===== src/rtl/controle_reprodutor_if.sv =====
// Command pulses and player status between the pulse-generation stage,
// the playback controller and the display/audio logic.
// slave  : used by the playback controller (consumes pulses, drives status)
// master : used by whoever drives pulses and watches status
`timescale 1ns/1ps
interface controle_reprodutor_if #(
   parameter int LARGURA_FAIXA = 3,
   parameter int LARGURA_TEMPO = 8
);
   logic                     play_pulso_L;
   logic                     selecao_pulso_L;
   logic                     stop_pulso_L;
   logic                     mute_pulso_R;
   logic                     play_pulso_R;
   logic                     selecao_pulso_R;
   logic                     stop_pulso_R;
   logic [1:0]               estado;
   logic [LARGURA_FAIXA-1:0] faixa;
   logic                     mute;
   logic [LARGURA_TEMPO-1:0] tempo_seg;
   logic                     led_tocando;
   logic                     fim_faixa;

   modport master (
      output play_pulso_L, selecao_pulso_L, stop_pulso_L,
      output mute_pulso_R, play_pulso_R, selecao_pulso_R, stop_pulso_R,
      input  estado, faixa, mute, tempo_seg, led_tocando, fim_faixa
   );

   modport slave (
      input  play_pulso_L, selecao_pulso_L, stop_pulso_L,
      input  mute_pulso_R, play_pulso_R, selecao_pulso_R, stop_pulso_R,
      output estado, faixa, mute, tempo_seg, led_tocando, fim_faixa
   );
endinterface


===== src/rtl/controle_reprodutor.sv =====
// Playback control FSM: PARADO / TOCANDO / PAUSADO, current track, mute
// flag and elapsed-seconds counter driven by single-cycle command pulses.
// Optional feature macro: AUTO_AVANCO_EN -- when defined, the track ends
// automatically after DUR_FAIXA_S seconds (advance, or stop after the last).
// All outputs are registered.
`timescale 1ns/1ps
module controle_reprodutor #(
   parameter int N_FAIXAS      = 8,
   parameter int LARGURA_FAIXA = 3,
   parameter int CLK_HZ        = 50000000,
   parameter int LARGURA_TEMPO = 8,
   parameter int DUR_FAIXA_S   = 180
) (
   input  logic                  clock_in,
   input  logic                  reset_n,
   controle_reprodutor_if.slave  bus
);

   typedef enum logic [1:0] {
      PARADO  = 2'b00,
      TOCANDO = 2'b01,
      PAUSADO = 2'b10
   } estado_t;

   localparam int LARGURA_PRESC = (CLK_HZ > 1) ? $clog2(CLK_HZ) : 1;
   localparam logic [LARGURA_PRESC-1:0] PRESC_MAX    = LARGURA_PRESC'(CLK_HZ - 1);
   localparam logic [LARGURA_FAIXA-1:0] FAIXA_ULTIMA = LARGURA_FAIXA'(N_FAIXAS - 1);
   localparam logic [LARGURA_TEMPO-1:0] TEMPO_SAT    = '1;
`ifdef AUTO_AVANCO_EN
   localparam logic [LARGURA_TEMPO-1:0] TEMPO_FIM    = LARGURA_TEMPO'(DUR_FAIXA_S - 1);
`endif

   // Elaboration-time sanity checks on the configuration.
   if ((1 << LARGURA_FAIXA) < N_FAIXAS) begin : g_faixa_estreita
      $error("LARGURA_FAIXA too narrow for N_FAIXAS");
   end
   if (DUR_FAIXA_S < 1 || DUR_FAIXA_S > (1 << LARGURA_TEMPO) - 1) begin : g_dur_invalida
      $error("DUR_FAIXA_S out of range for LARGURA_TEMPO");
   end

   estado_t                  estado_q, estado_d;
   logic [LARGURA_FAIXA-1:0] faixa_q, faixa_d;
   logic                     mute_q, mute_d;
   logic [LARGURA_TEMPO-1:0] tempo_q, tempo_d;
   logic [LARGURA_PRESC-1:0] presc_q, presc_d;
   logic                     led_q, led_d;
   logic                     fim_q, fim_d;

   logic                     play;
   logic                     stop;
   logic                     selecao;
   logic                     tick;
   logic [LARGURA_FAIXA-1:0] faixa_prox;

   // Merge local/remote pulses, detect the prescaler wrap, next track index.
   always_comb begin
      play       = bus.play_pulso_L    | bus.play_pulso_R;
      stop       = bus.stop_pulso_L    | bus.stop_pulso_R;
      selecao    = bus.selecao_pulso_L | bus.selecao_pulso_R;
      tick       = (presc_q == PRESC_MAX);
      faixa_prox = (faixa_q == FAIXA_ULTIMA) ? '0 : faixa_q + 1'b1;
   end

   // Next-state logic: stop > play > selecao; idle cycles in TOCANDO count time.
   always_comb begin
      estado_d = estado_q;
      faixa_d  = faixa_q;
      tempo_d  = tempo_q;
      presc_d  = presc_q;
      fim_d    = 1'b0;
      mute_d   = mute_q ^ bus.mute_pulso_R;

      case (estado_q)
         PARADO: begin
            if (stop) begin
               estado_d = PARADO;
            end else if (play) begin
               estado_d = TOCANDO;
               tempo_d  = '0;
               presc_d  = '0;
            end else if (selecao) begin
               faixa_d  = faixa_prox;
            end
         end

         TOCANDO: begin
            if (stop) begin
               estado_d = PARADO;
               tempo_d  = '0;
               presc_d  = '0;
            end else if (play) begin
               // Pause freezes prescaler; a tick due this cycle is deferred.
               estado_d = PAUSADO;
            end else if (selecao) begin
               faixa_d  = faixa_prox;
               tempo_d  = '0;
               presc_d  = '0;
            end else if (tick) begin
               presc_d  = '0;
`ifdef AUTO_AVANCO_EN
               if (tempo_q == TEMPO_FIM) begin
                  tempo_d = '0;
                  fim_d   = 1'b1;
                  if (faixa_q == FAIXA_ULTIMA) begin
                     faixa_d  = '0;
                     estado_d = PARADO;
                  end else begin
                     faixa_d  = faixa_prox;
                  end
               end else if (tempo_q != TEMPO_SAT) begin
                  tempo_d = tempo_q + 1'b1;
               end
`else
               if (tempo_q != TEMPO_SAT) begin
                  tempo_d = tempo_q + 1'b1;
               end
`endif
            end else begin
               presc_d  = presc_q + 1'b1;
            end
         end

         PAUSADO: begin
            if (stop) begin
               estado_d = PARADO;
               tempo_d  = '0;
               presc_d  = '0;
            end else if (play) begin
               estado_d = TOCANDO;
            end else if (selecao) begin
               faixa_d  = faixa_prox;
               tempo_d  = '0;
               presc_d  = '0;
            end
         end

         default: begin
            estado_d = PARADO;
            tempo_d  = '0;
            presc_d  = '0;
         end
      endcase

      led_d = (estado_d == TOCANDO);
   end

   // State register with synchronous active-low reset.
   always_ff @(posedge clock_in) begin
      if (!reset_n) begin
         estado_q <= PARADO;
         faixa_q  <= '0;
         mute_q   <= 1'b0;
         tempo_q  <= '0;
         presc_q  <= '0;
         led_q    <= 1'b0;
         fim_q    <= 1'b0;
      end else begin
         estado_q <= estado_d;
         faixa_q  <= faixa_d;
         mute_q   <= mute_d;
         tempo_q  <= tempo_d;
         presc_q  <= presc_d;
         led_q    <= led_d;
         fim_q    <= fim_d;
      end
   end

   assign bus.estado      = estado_q;
   assign bus.faixa       = faixa_q;
   assign bus.mute        = mute_q;
   assign bus.tempo_seg   = tempo_q;
   assign bus.led_tocando = led_q;
   assign bus.fim_faixa   = fim_q;

endmodule


===== src/flat_wrapper.sv =====
// flat-port wrapper written by rule: the top's interface ports become plain ports
module controle_reprodutor_flat 
#(
   parameter int N_FAIXAS      = 8,
   parameter int LARGURA_FAIXA = 3,
   parameter int CLK_HZ        = 50000000,
   parameter int LARGURA_TEMPO = 8,
   parameter int DUR_FAIXA_S   = 180
)
  (clock_in, reset_n, bus_play_pulso_L, bus_selecao_pulso_L, bus_stop_pulso_L, bus_mute_pulso_R, bus_play_pulso_R, bus_selecao_pulso_R, bus_stop_pulso_R, bus_estado, bus_faixa, bus_mute, bus_tempo_seg, bus_led_tocando, bus_fim_faixa);
  controle_reprodutor_if #(.LARGURA_FAIXA(LARGURA_FAIXA), .LARGURA_TEMPO(LARGURA_TEMPO)) bus_i ();
  input  logic clock_in;
  input  logic reset_n;
  input wire logic [$bits(bus_i.play_pulso_L)-1:0] bus_play_pulso_L;
  input wire logic [$bits(bus_i.selecao_pulso_L)-1:0] bus_selecao_pulso_L;
  input wire logic [$bits(bus_i.stop_pulso_L)-1:0] bus_stop_pulso_L;
  input wire logic [$bits(bus_i.mute_pulso_R)-1:0] bus_mute_pulso_R;
  input wire logic [$bits(bus_i.play_pulso_R)-1:0] bus_play_pulso_R;
  input wire logic [$bits(bus_i.selecao_pulso_R)-1:0] bus_selecao_pulso_R;
  input wire logic [$bits(bus_i.stop_pulso_R)-1:0] bus_stop_pulso_R;
  output wire logic [$bits(bus_i.estado)-1:0] bus_estado;
  output wire logic [$bits(bus_i.faixa)-1:0] bus_faixa;
  output wire logic [$bits(bus_i.mute)-1:0] bus_mute;
  output wire logic [$bits(bus_i.tempo_seg)-1:0] bus_tempo_seg;
  output wire logic [$bits(bus_i.led_tocando)-1:0] bus_led_tocando;
  output wire logic [$bits(bus_i.fim_faixa)-1:0] bus_fim_faixa;
  assign bus_i.play_pulso_L = bus_play_pulso_L;
  assign bus_i.selecao_pulso_L = bus_selecao_pulso_L;
  assign bus_i.stop_pulso_L = bus_stop_pulso_L;
  assign bus_i.mute_pulso_R = bus_mute_pulso_R;
  assign bus_i.play_pulso_R = bus_play_pulso_R;
  assign bus_i.selecao_pulso_R = bus_selecao_pulso_R;
  assign bus_i.stop_pulso_R = bus_stop_pulso_R;
  assign bus_estado = bus_i.estado;
  assign bus_faixa = bus_i.faixa;
  assign bus_mute = bus_i.mute;
  assign bus_tempo_seg = bus_i.tempo_seg;
  assign bus_led_tocando = bus_i.led_tocando;
  assign bus_fim_faixa = bus_i.fim_faixa;
  controle_reprodutor #(.N_FAIXAS(N_FAIXAS), .LARGURA_FAIXA(LARGURA_FAIXA), .CLK_HZ(CLK_HZ), .LARGURA_TEMPO(LARGURA_TEMPO), .DUR_FAIXA_S(DUR_FAIXA_S)) u_core (.clock_in(clock_in), .reset_n(reset_n), .bus(bus_i));
endmodule

===== config.mk =====
export PLATFORM = sky130hd
export DESIGN_NAME = controle_reprodutor_flat
export DESIGN_NICKNAME = d
export VERILOG_FILES = /design/src/rtl/controle_reprodutor_if.sv /design/src/rtl/controle_reprodutor.sv /design/src/flat_wrapper.sv
export SDC_FILE = /design/constraint.sdc
export NUM_CORES = 1
export LEC_CHECK = 0
export CAP_MARGIN = 20
export CORE_ASPECT_RATIO = 1.75
export CORE_MARGIN = 4
export CORE_UTILIZATION = 55
export DETAILED_ROUTE_END_ITERATION = 8
export GPL_ROUTABILITY_DRIVEN = 0
export GPL_TIMING_DRIVEN = 1
export PLACE_DENSITY = 0.82
export SLEW_MARGIN = 20
export SYNTH_ARGS = -nofsm -noshare
export SYNTH_HDL_FRONTEND = slang
export SYNTH_SLANG_ARGS = --single-unit

===== constraint.sdc =====
create_clock -name clock_in -period 4.5 [get_ports clock_in]
set_clock_uncertainty 0.1 [all_clocks]
set_input_delay 0.45 -clock clock_in [delete_from_list [all_inputs] [get_ports clock_in]]
set_output_delay 0.45 -clock clock_in [all_outputs]
set_load 0.05 [all_outputs]

# ---- Word-level counts from Yosys, hierarchy flattened
# Cells that the tools add are included.
dict set report classes {
  order_cmp 0
  n_bitwise 6
  addsub 3
  div 0
  n_eq_ne 13
  muxes 27
  n_reduce_logical 6
  multipliers 0
  n_shift 0
}
# op n
set op_table {}
lappend op_table {{$mux 26} 9}
lappend op_table {{$mux 8} 10}
lappend op_table {{$pmux 26 s3} 1}
lappend op_table {{$add 26x1->26 const B} 1}
lappend op_table {{$eq 26x26->1 const B} 1}
lappend op_table {{$pmux 8 s3} 1}
lappend op_table {{$add 8x1->8 const B} 1}
lappend op_table {{$mux 2} 4}
lappend op_table {{$ne 4x1->1 const B} 2}
lappend op_table {{$ne 8x8->1 const B} 1}
lappend op_table {{$reduce_and 7->1} 1}
lappend op_table {{$ne 3x3->1 const B} 2}
lappend op_table {{$reduce_and 5->1} 1}
lappend op_table {{$eq 2x1->1 const B} 2}
lappend op_table {{$pmux 2 s2} 1}
lappend op_table {{$reduce_and 4->1} 1}
lappend op_table {{$add 3x1->3 const B} 1}
lappend op_table {{$eq 3x3->1 const B} 1}
lappend op_table {{$mux 3} 1}
lappend op_table {{$ne 3x1->1 const B} 1}
lappend op_table {{$or 1x1->1} 3}
lappend op_table {{$reduce_or 3->1} 1}
lappend op_table {{$eq 2x2->1 const B} 1}
lappend op_table {{$logic_not 2->1} 1}
lappend op_table {{5 further kinds} 6}
dict set report word_totals {
  output_inout_bits 16
  latch_bits 0
  ramBits 0
  register_bits 41
  inputBits 9
  n_memories 0
  mem_bits_ro 0
}

# ---- Logic depth before layout (Yosys ltp)
# Gate-level depths: netlist (run 1).
dict set report logic_depth {
  word_depth 7
  ltp_mapped 7
  mapped_depth_nobuf 6
}

# ---- Worst setup path after synthesis (run 1)
# OpenSTA, ideal clock, no wires.
dict set report synth_path {
  kind {flip-flop to flip-flop}
  start {register u_core.estado_q[0] (netlist: u_core.bus.estado[0])}
  end {register u_core.tempo_q[5] (netlist: u_core.bus.tempo_seg[5])}
  synth_period_minus_slack_ps 2069
  path_buffers 1
  arrival_time_ps 1890
  path_slack_ps 2431
  path_stages_with_launch 7
  t_required_ps 4321
  cell_sequence {dfxtp_1 > nor4b_1 > and2_1 > buf_2 > nand2_1 > or4_1 > o211ai_1}
}
dict set report synth_via {
  elab_chain_cells 3
}
# element line
set synth_rtl {}
lappend synth_rtl {{start: declaration} controle_reprodutor.sv:41} ;# estado_t estado_q, estado_d;
lappend synth_rtl {{start signal: assignment} controle_reprodutor.sv:158} ;# estado_q <= estado_d;
lappend synth_rtl {{$eq 2x1->1 (tied with other cells)} controle_reprodutor.sv:73} ;# case (estado_q)
lappend synth_rtl {{$ne 4x1->1 (no line) (tied with other cells)} n/a}
lappend synth_rtl {{$reduce_and 7->1 (no line)} n/a}
lappend synth_rtl {{end signal: assignment} controle_reprodutor.sv:161} ;# tempo_q <= tempo_d;
lappend synth_rtl {{end: declaration} controle_reprodutor.sv:44} ;# logic [LARGURA_TEMPO-1:0] tempo_q, tempo_d;
# Parallel ways exist; a longest one is shown, timed or not.
# A chain may end at the register's enable or synchronous reset.

# ---- Final worst setup path (run 1)
dict set report layout_path {
  start {input bus_stop_pulso_R}
  end {register u_core.presc_q[18]}
}
dict set report layout_via {
  elab_chain_cells 3
}
# element line
set layout_rtl {}
lappend layout_rtl {{start: declaration} flat_wrapper.sv:20} ;# input wire logic [$bits(bus_i.stop_pulso_R)-1:0] bus_stop_pulso_R;
lappend layout_rtl {{$or 1x1->1 (*)} controle_reprodutor.sv:58} ;# stop = bus.stop_pulso_L | bus.stop_pulso_R;
lappend layout_rtl {{$ne 3x3->1 (no line) (tied with other cells)} n/a}
lappend layout_rtl {{$reduce_and 5->1 (no line) or $pmux 26 s3 (tied branches)} n/a}
lappend layout_rtl {{end signal: assignment} controle_reprodutor.sv:162} ;# presc_q <= presc_d;
lappend layout_rtl {{end: declaration} controle_reprodutor.sv:45} ;# logic [LARGURA_PRESC-1:0] presc_q, presc_d;
# Mark *: on every way between the ends. The rest lies on a longest branch, timed or not.

==> flow_summary.ini, run 1 <==
[die]
die_y_um = 91.68
dieWidth_um = 55.82
ios = 25
start_util = 0.5693
core-area_um2 = 3866
rows = 30
dieArea_um2 = 5118

[timing]
rsz0062_at_grt = no
timing.final.crit_share = 0.5970
tns_ps = 0
period_minus_slack_ps = 2687
slew_headroom = 0.5239
worst_pin_slew_ps = 712.0
finalSetupViolations = 0
final_critical_path_setup_slack_ps = 1813
fmax_mhz = 372.2
drv_slew = 0
finalHoldViolations = 0

[cells_and_area]
nets = 297
drive_gt1_frac = 0.05986
diodes = 0
final_cells = 332
area_delta_synth_final_pct = 14.72
final_util = 0.6531

[hold_path]
hold_class = reg2reg
whs_path_depth = 2
holdPathEnd = u_core.presc_q[5]$_SDFFE_PN0P_
min_from = u_core.presc_q[5]$_SDFFE_PN0P_

[synthesis]
ys_types = 52
synth_ff_type = dfxtp_1
synth_area_leaders = dfxtp_1 (37%), a21oi_1 (6.4%), o31ai_1 (6.1%)
synth.area.mux_share = 0.009096
yosys_warnings = 0
yosys.area_share.adder = 0.02274
yosys.area_share.simple = 0.3161
synth_top_family_by_area = simple AND/OR/NAND/NOR gates
syn_area_per_cell_um2 = 8.305
yosys.area.top_type = dfxtp_1
synth_xor_area_frac = 0.01194
synth_edf_count = 0
ys_ff_latch = 41
async_flop_share = 0
synth-compound-area-share = 0.2263
ys_seq_area_frac = 0.3729
synthCells = 265
netlist_area_um2 = 2201
yosys.area.top_type_share = 0.3729
synthesis.nets = 278

[global_route]
grt.total_usage = 0.2074
grt_max_degree = 34
grt.overflow.total = 0
grt_pass1_wl_mm = 8.742
antenna_found_initial = 0
grt_pass1_vias = 2006

[setup_path]
crit_path_max_fanout = 17
required_ps = 4620
r2r_cells = 4
worstPathCellList = clkdlybuf4s50_1 -> nor2_1 -> a211o_1 -> nand4_1 -> or4_1 -> a21oi_1
critical_path_arrival_ps = 2810
cp.depth = 6
r2r_setup_slack_ps = 2180
end_kind = register
rr_startpoint = u_core.presc_q[2]$_SDFFE_PN0P_
worst-path-buf-inv = 1
crit_path_start_kind = input port
critPathSlowestCell = or4_1
slowest_delay_ps = 660
path_delay_family = simple AND/OR/NAND/NOR gates
crit_type = in2reg
crit-reg2reg-capture = u_core.presc_q[19]$_SDFFE_PN0P_

[clock_tree]
post-cts-setup-buffer-count = 0
clockBufferDepth = 2
cts_buffers = 5
cts.sinks = 41
clock_latency_ps = 290
hold_buffers = 0
clk_pin_slew_ps = 80
cts_resized = 0
cts_tree = done
htreeDepth = 2
cts_root_buffer = clkbuf_8

[pwr]
p_per_area_nw_per_um2 = 264.2
p_leak_nw = 0.7806
irDropWorstVdd_uv = 243.4

[detailed_routing]
first_pass_iters = 5
drc = 0
vias = 2136
vias_per_cell = 6.434
wl_per_cell_um = 15.25
drt_iter0_markers = 51
route.final.wire_length_mm = 5.063
ant_nets = 0

[placed_design]
port_buffers = 23
dp_hpwl_mm = 3.661
placed_cells = 325
dp_slack_ps = 1539

[run_status]
status = completed

[job]
maxCapViolations = 0
synthesized netlist by cell type, types with 2 or more instances:
library cell,count
or4_1,18
xnor2_1,2
o2111a_1,2
and4_1,5
a31oi_1,2
dfxtp_1,41
a211o_1,3
clkbuf_1,5
o31ai_1,18
nor4b_1,3
nand4_1,10
mux2i_1,2
and3_1,4
and2_1,3
nand2_1,31
nor2_1,16
o21a_1,3
a21oi_1,28
inv_1,5
nor4_1,2
nor3_1,2
ha_1,4
buf_2,6
nand3_1,12
a221o_1,2
or3_1,6
o21ai_0,5
kinds of logic (layout without fill, tap and decap cells):
group / count (synthesis) / count (layout)
simple gates: 122 / 122
compound gates: 74 / 74
flops: 41 / 41
buf+inv: 18 / 37
fa+ha+maj: 4 / 4
xor+xnor: 3 / 3
mux: 2 / 2
other cells: 1 / 1
where the power goes:
part / switching, mW / leakage (nW) / total (mW) / internal (mW)
Sequential: 0.00334 / 0.331 / 0.369 / 0.366
Combinational: 0.0359 / 0.405 / 0.0548 / 0.0190
Clock: 0.122 / 0.0443 / 0.243 / 0.122
Total: 0.161 / 0.781 / 0.667 / 0.506
worst register-to-register path, delay by kind of cell (launching register included):
family	cells	cell delay (ps)
compound gates	1	150
flops	1	400
simple gates	3	1610
stage by stage:
step / total power, mW / cell area [µm²] / hold slack [ps]
after detailed placement: 0.4324 / 2439 / 373.5
final: 0.6670 / 2525 / 384.9
after CTS: 0.6731 / 2525 / 383.9
after floorplan: 0.4154 / 2201 / 347.7
after global routing: 0.6963 / 2525 / 397.9
after global placement: 0.4311 / 2439 / 363.0
per-layer routing:
metal	GRT usage	vias to the layer above	share of wire
li1	-	1054	-
met3	0.02535	4	0.030
met4	0.09109	0	0.014
met1	0.2344	1022	0.41
met2	0.3814	56	0.54
met5	0	-	0
final cells by class:
type                            instances  area, µm²
Fill cell                             333       1341
Multi-Input combinational cell        206       1294
Sequential cell                        41      820.8
Timing Repair Buffer                   25      245.2
Clock buffer                            7      86.33
Tap cell                               48      60.06
Inverter                                5      18.77
state kept, by name, summed over array words and instances (netlist names):
| name | flops |
|---|---|
| u_core.bus.led_tocando | 1 |
| u_core.bus.faixa | 3 |
| u_core.presc_q | 26 |
| u_core.bus.estado | 2 |
| u_core.bus.mute | 1 |
| u_core.bus.tempo_seg | 8 |
cell usage in the layout, fill, tap and decap left out, types with 2 or more instances in the layout:
cell / netlist / final
nand3_1: 12 / 12
o21a_1: 3 / 3
mux2i_1: 2 / 2
nor3_1: 2 / 2
o2111a_1: 2 / 2
a211o_1: 3 / 3
nor4b_1: 3 / 3
nand2_1: 31 / 31
and3_1: 4 / 4
buf_4: 1 / 2
nor4_1: 2 / 2
nand4_1: 10 / 10
clkbuf_8: 0 / 6
dfxtp_1: 41 / 41
xnor2_1: 2 / 2
a21oi_1: 28 / 28
o21ai_0: 5 / 5
ha_1: 4 / 4
a221o_1: 2 / 2
and4_1: 5 / 5
and2_1: 3 / 3
or4_1: 18 / 18
o31ai_1: 18 / 18
or3_1: 6 / 6
clkdlybuf4s50_1: 0 / 23
a31oi_1: 2 / 2
inv_1: 5 / 5
nor2_1: 16 / 16
worst max path at each step:
stage	slack, ps	endpoint	start
5_1_grt	1580	u_core.presc_q[22]$_SDFFE_PN0P_	bus_stop_pulso_R
6_report	1810	u_core.presc_q[18]$_SDFFE_PN0P_	bus_stop_pulso_R
2_1_floorplan	2430	u_core.bus.tempo_seg[5]$_SDFFE_PN0P_	u_core.bus.estado[0]$_SDFF_PN0_
3_3_place_gp	1640	u_core.presc_q[18]$_SDFFE_PN0P_	bus_stop_pulso_R
4_1_cts	1830	u_core.presc_q[18]$_SDFFE_PN0P_	bus_stop_pulso_R
3_5_place_dp	1540	u_core.presc_q[18]$_SDFFE_PN0P_	bus_stop_pulso_R
Power figures use the tool's default switching activity.
==> run 2, diff against run 1 <==
--- a/config.mk
+++ b/config.mk
@@ -8,11 +8,11 @@
 export CAP_MARGIN = 20
 export CORE_ASPECT_RATIO = 1.75
 export CORE_MARGIN = 4
-export CORE_UTILIZATION = 55
+export CORE_UTILIZATION = 50
 export DETAILED_ROUTE_END_ITERATION = 8
 export GPL_ROUTABILITY_DRIVEN = 0
 export GPL_TIMING_DRIVEN = 1
-export PLACE_DENSITY = 0.82
+export PLACE_DENSITY = 0.79
 export SLEW_MARGIN = 20
 export SYNTH_ARGS = -nofsm -noshare
 export SYNTH_HDL_FRONTEND = slang
==> constraint.sdc (replaced) <==
create_clock -name clock_in -period 2.35 [get_ports clock_in]
set_clock_uncertainty 0.1 [all_clocks]
set_input_delay 0.235 -clock clock_in [delete_from_list [all_inputs] [get_ports clock_in]]
set_output_delay 0.235 -clock clock_in [all_outputs]
set_load 0.05 [all_outputs]
==> run 2 against run 1 <==
Utilization shrank 2.0 points. Via count rose by 2.1%. Design area increased by 5.0%. First-iteration DRC count increased by 51%. Critical path depth down 1. Hold slack got worse by 1.3 ps. Global-route usage shrank 0.94 points. Power up 91%. Sequential share of layout area down 1.5 points. Non-clock buffer count is 12 higher. Routed wire length up 2.5%. Critical endpoint is now u_core.presc_q[21]$_SDFFE_PN0P_.
==> flow_summary.ini, run 2 (synthesized netlist as in run 1, its figures left out) <==
[timing]
fmax_mhz = 488.3
timing.final.crit_share = 0.8715
tns_ps = 0
drv_slew = 0
slew_headroom = 0.6616
final_critical_path_setup_slack_ps = 302.1
period_minus_slack_ps = 2048
finalHoldViolations = 0
rsz0062_at_grt = no
finalSetupViolations = 0
worst_pin_slew_ps = 506.0

[detailed_routing]
first_pass_iters = 4
vias_per_cell = 6.301
drc = 0
vias = 2180
ant_nets = 0
wl_per_cell_um = 15.01
route.final.wire_length_mm = 5.192
drt_iter0_markers = 77

[setup_path]
crit_path_max_fanout = 8
required_ps = 2480
end_kind = register
crit_path_start_kind = register
crit_type = reg2reg
critical_path_arrival_ps = 2180

[cells_and_area]
diodes = 0
seqCellArea_um2 = 820.8
nets = 309
drive_gt1_frac = 0.1010
area_delta_synth_final_pct = 20.41
final_area_um2 = 2650
final_cell_mix = dfxtp_1 (41), nand2_1 (31), a21oi_1 (28)
final_common_cell = dfxtp_1
largest_reg_flops = 26
regMostFlops = u_core.presc_q
multi_input_area_um2 = 1294
fill_cells = 376

[pwr]
irDropWorstVdd_uv = 515.2
p_total_mw = 1.276
p_per_area_nw_per_um2 = 481.6
p_leak_nw = 0.8561

[hold_path]
hold_class = reg2reg

[placed_design]
port_buffers = 23
placed_cell_area_um2 = 2567
dp_slack_ps = 60.21
dp_hpwl_mm = 3.797

[die]
start_util = 0.5254
ios = 25
core-area_um2 = 4189
dieWidth_um = 58.15
dieArea_um2 = 5569
rows = 31
die_y_um = 95.77

[global_route]
grt_pass1_vias = 2005
grtUsageMet2 = 0.3651
grt.busiest_layer = met2
use_met1 = 0.2181
grt_max_degree = 34
gr-usage-met3 = 0.03087
grt_pass1_wl_mm = 8.763
grt.total_usage = 0.1980
antenna_found_initial = 0
grt.overflow.total = 0

[clock_tree]
cts.sinks = 41
clk_pin_slew_ps = 80
cts_tree = done
htreeDepth = 2
cts_root_buffer = clkbuf_8
hold_buffers = 0
clock_latency_ps = 290
cts_resized = 0
post-cts-setup-buffer-count = 0
cts_buffers = 5
clockBufferDepth = 2

[job]
maxCapViolations = 0

[run_status]
status = completed
-- run 2: metal layers --
layer / vias up / wire length (µm)
li1: 1078 / -
met1: 1054 / 2090
met2: 37 / 2835
met3: 11 / 130
met4: 0 / 136
met5: - / 0
-- run 2: path summary, 6_finish.rpt --
path,from,endpoint,slack [ps],depth (start not counted)
worst max-delay path,u_core.presc_q[7]$_SDFFE_PN0P_,u_core.presc_q[21]$_SDFFE_PN0P_,300,5
worst min-delay path,u_core.presc_q[5]$_SDFFE_PN0P_,u_core.presc_q[5]$_SDFFE_PN0P_,380,2
worst max register to register,u_core.presc_q[7]$_SDFFE_PN0P_,u_core.presc_q[21]$_SDFFE_PN0P_,300,5
worst min register to register,u_core.presc_q[5]$_SDFFE_PN0P_,u_core.presc_q[5]$_SDFFE_PN0P_,380,2
-- run 2: area by class of cell --
type / instances / area share
Multi-Input combinational cell: 206 / 0.4882
Tap cell: 49 / 0.02314
Inverter: 5 / 0.007082
Timing Repair Buffer: 37 / 0.1407
Clock inverter: 2 / 0.003777
Clock buffer: 6 / 0.02738
Sequential cell: 41 / 0.3097
-- run 2: per-stage QoR --
stage,hold slack [ps],cells,util
after floorplan,282.6,265,-
after CTS,385.5,346,0.6326
after global placement,362.7,338,0.6129
after detailed placement,372.0,338,0.6129
after global routing,409.9,346,0.6326
final,383.6,346,0.6326
-- run 2: power by group --
group          total [mW]  leakage, nW  switching, mW  internal [mW]
logic               0.124        0.480         0.0732         0.0509
registers           0.706        0.331        0.00624          0.700
clock network       0.446       0.0450          0.240          0.206
total                1.28        0.856          0.319          0.957
-- run 2: critical path, cell delays in order, from the launching register on --
cell     delay, ps
dfxtp_1        450
nand4_1        220
nor3_2         470
nand4_1        180
or4_1          420
a21oi_1        140
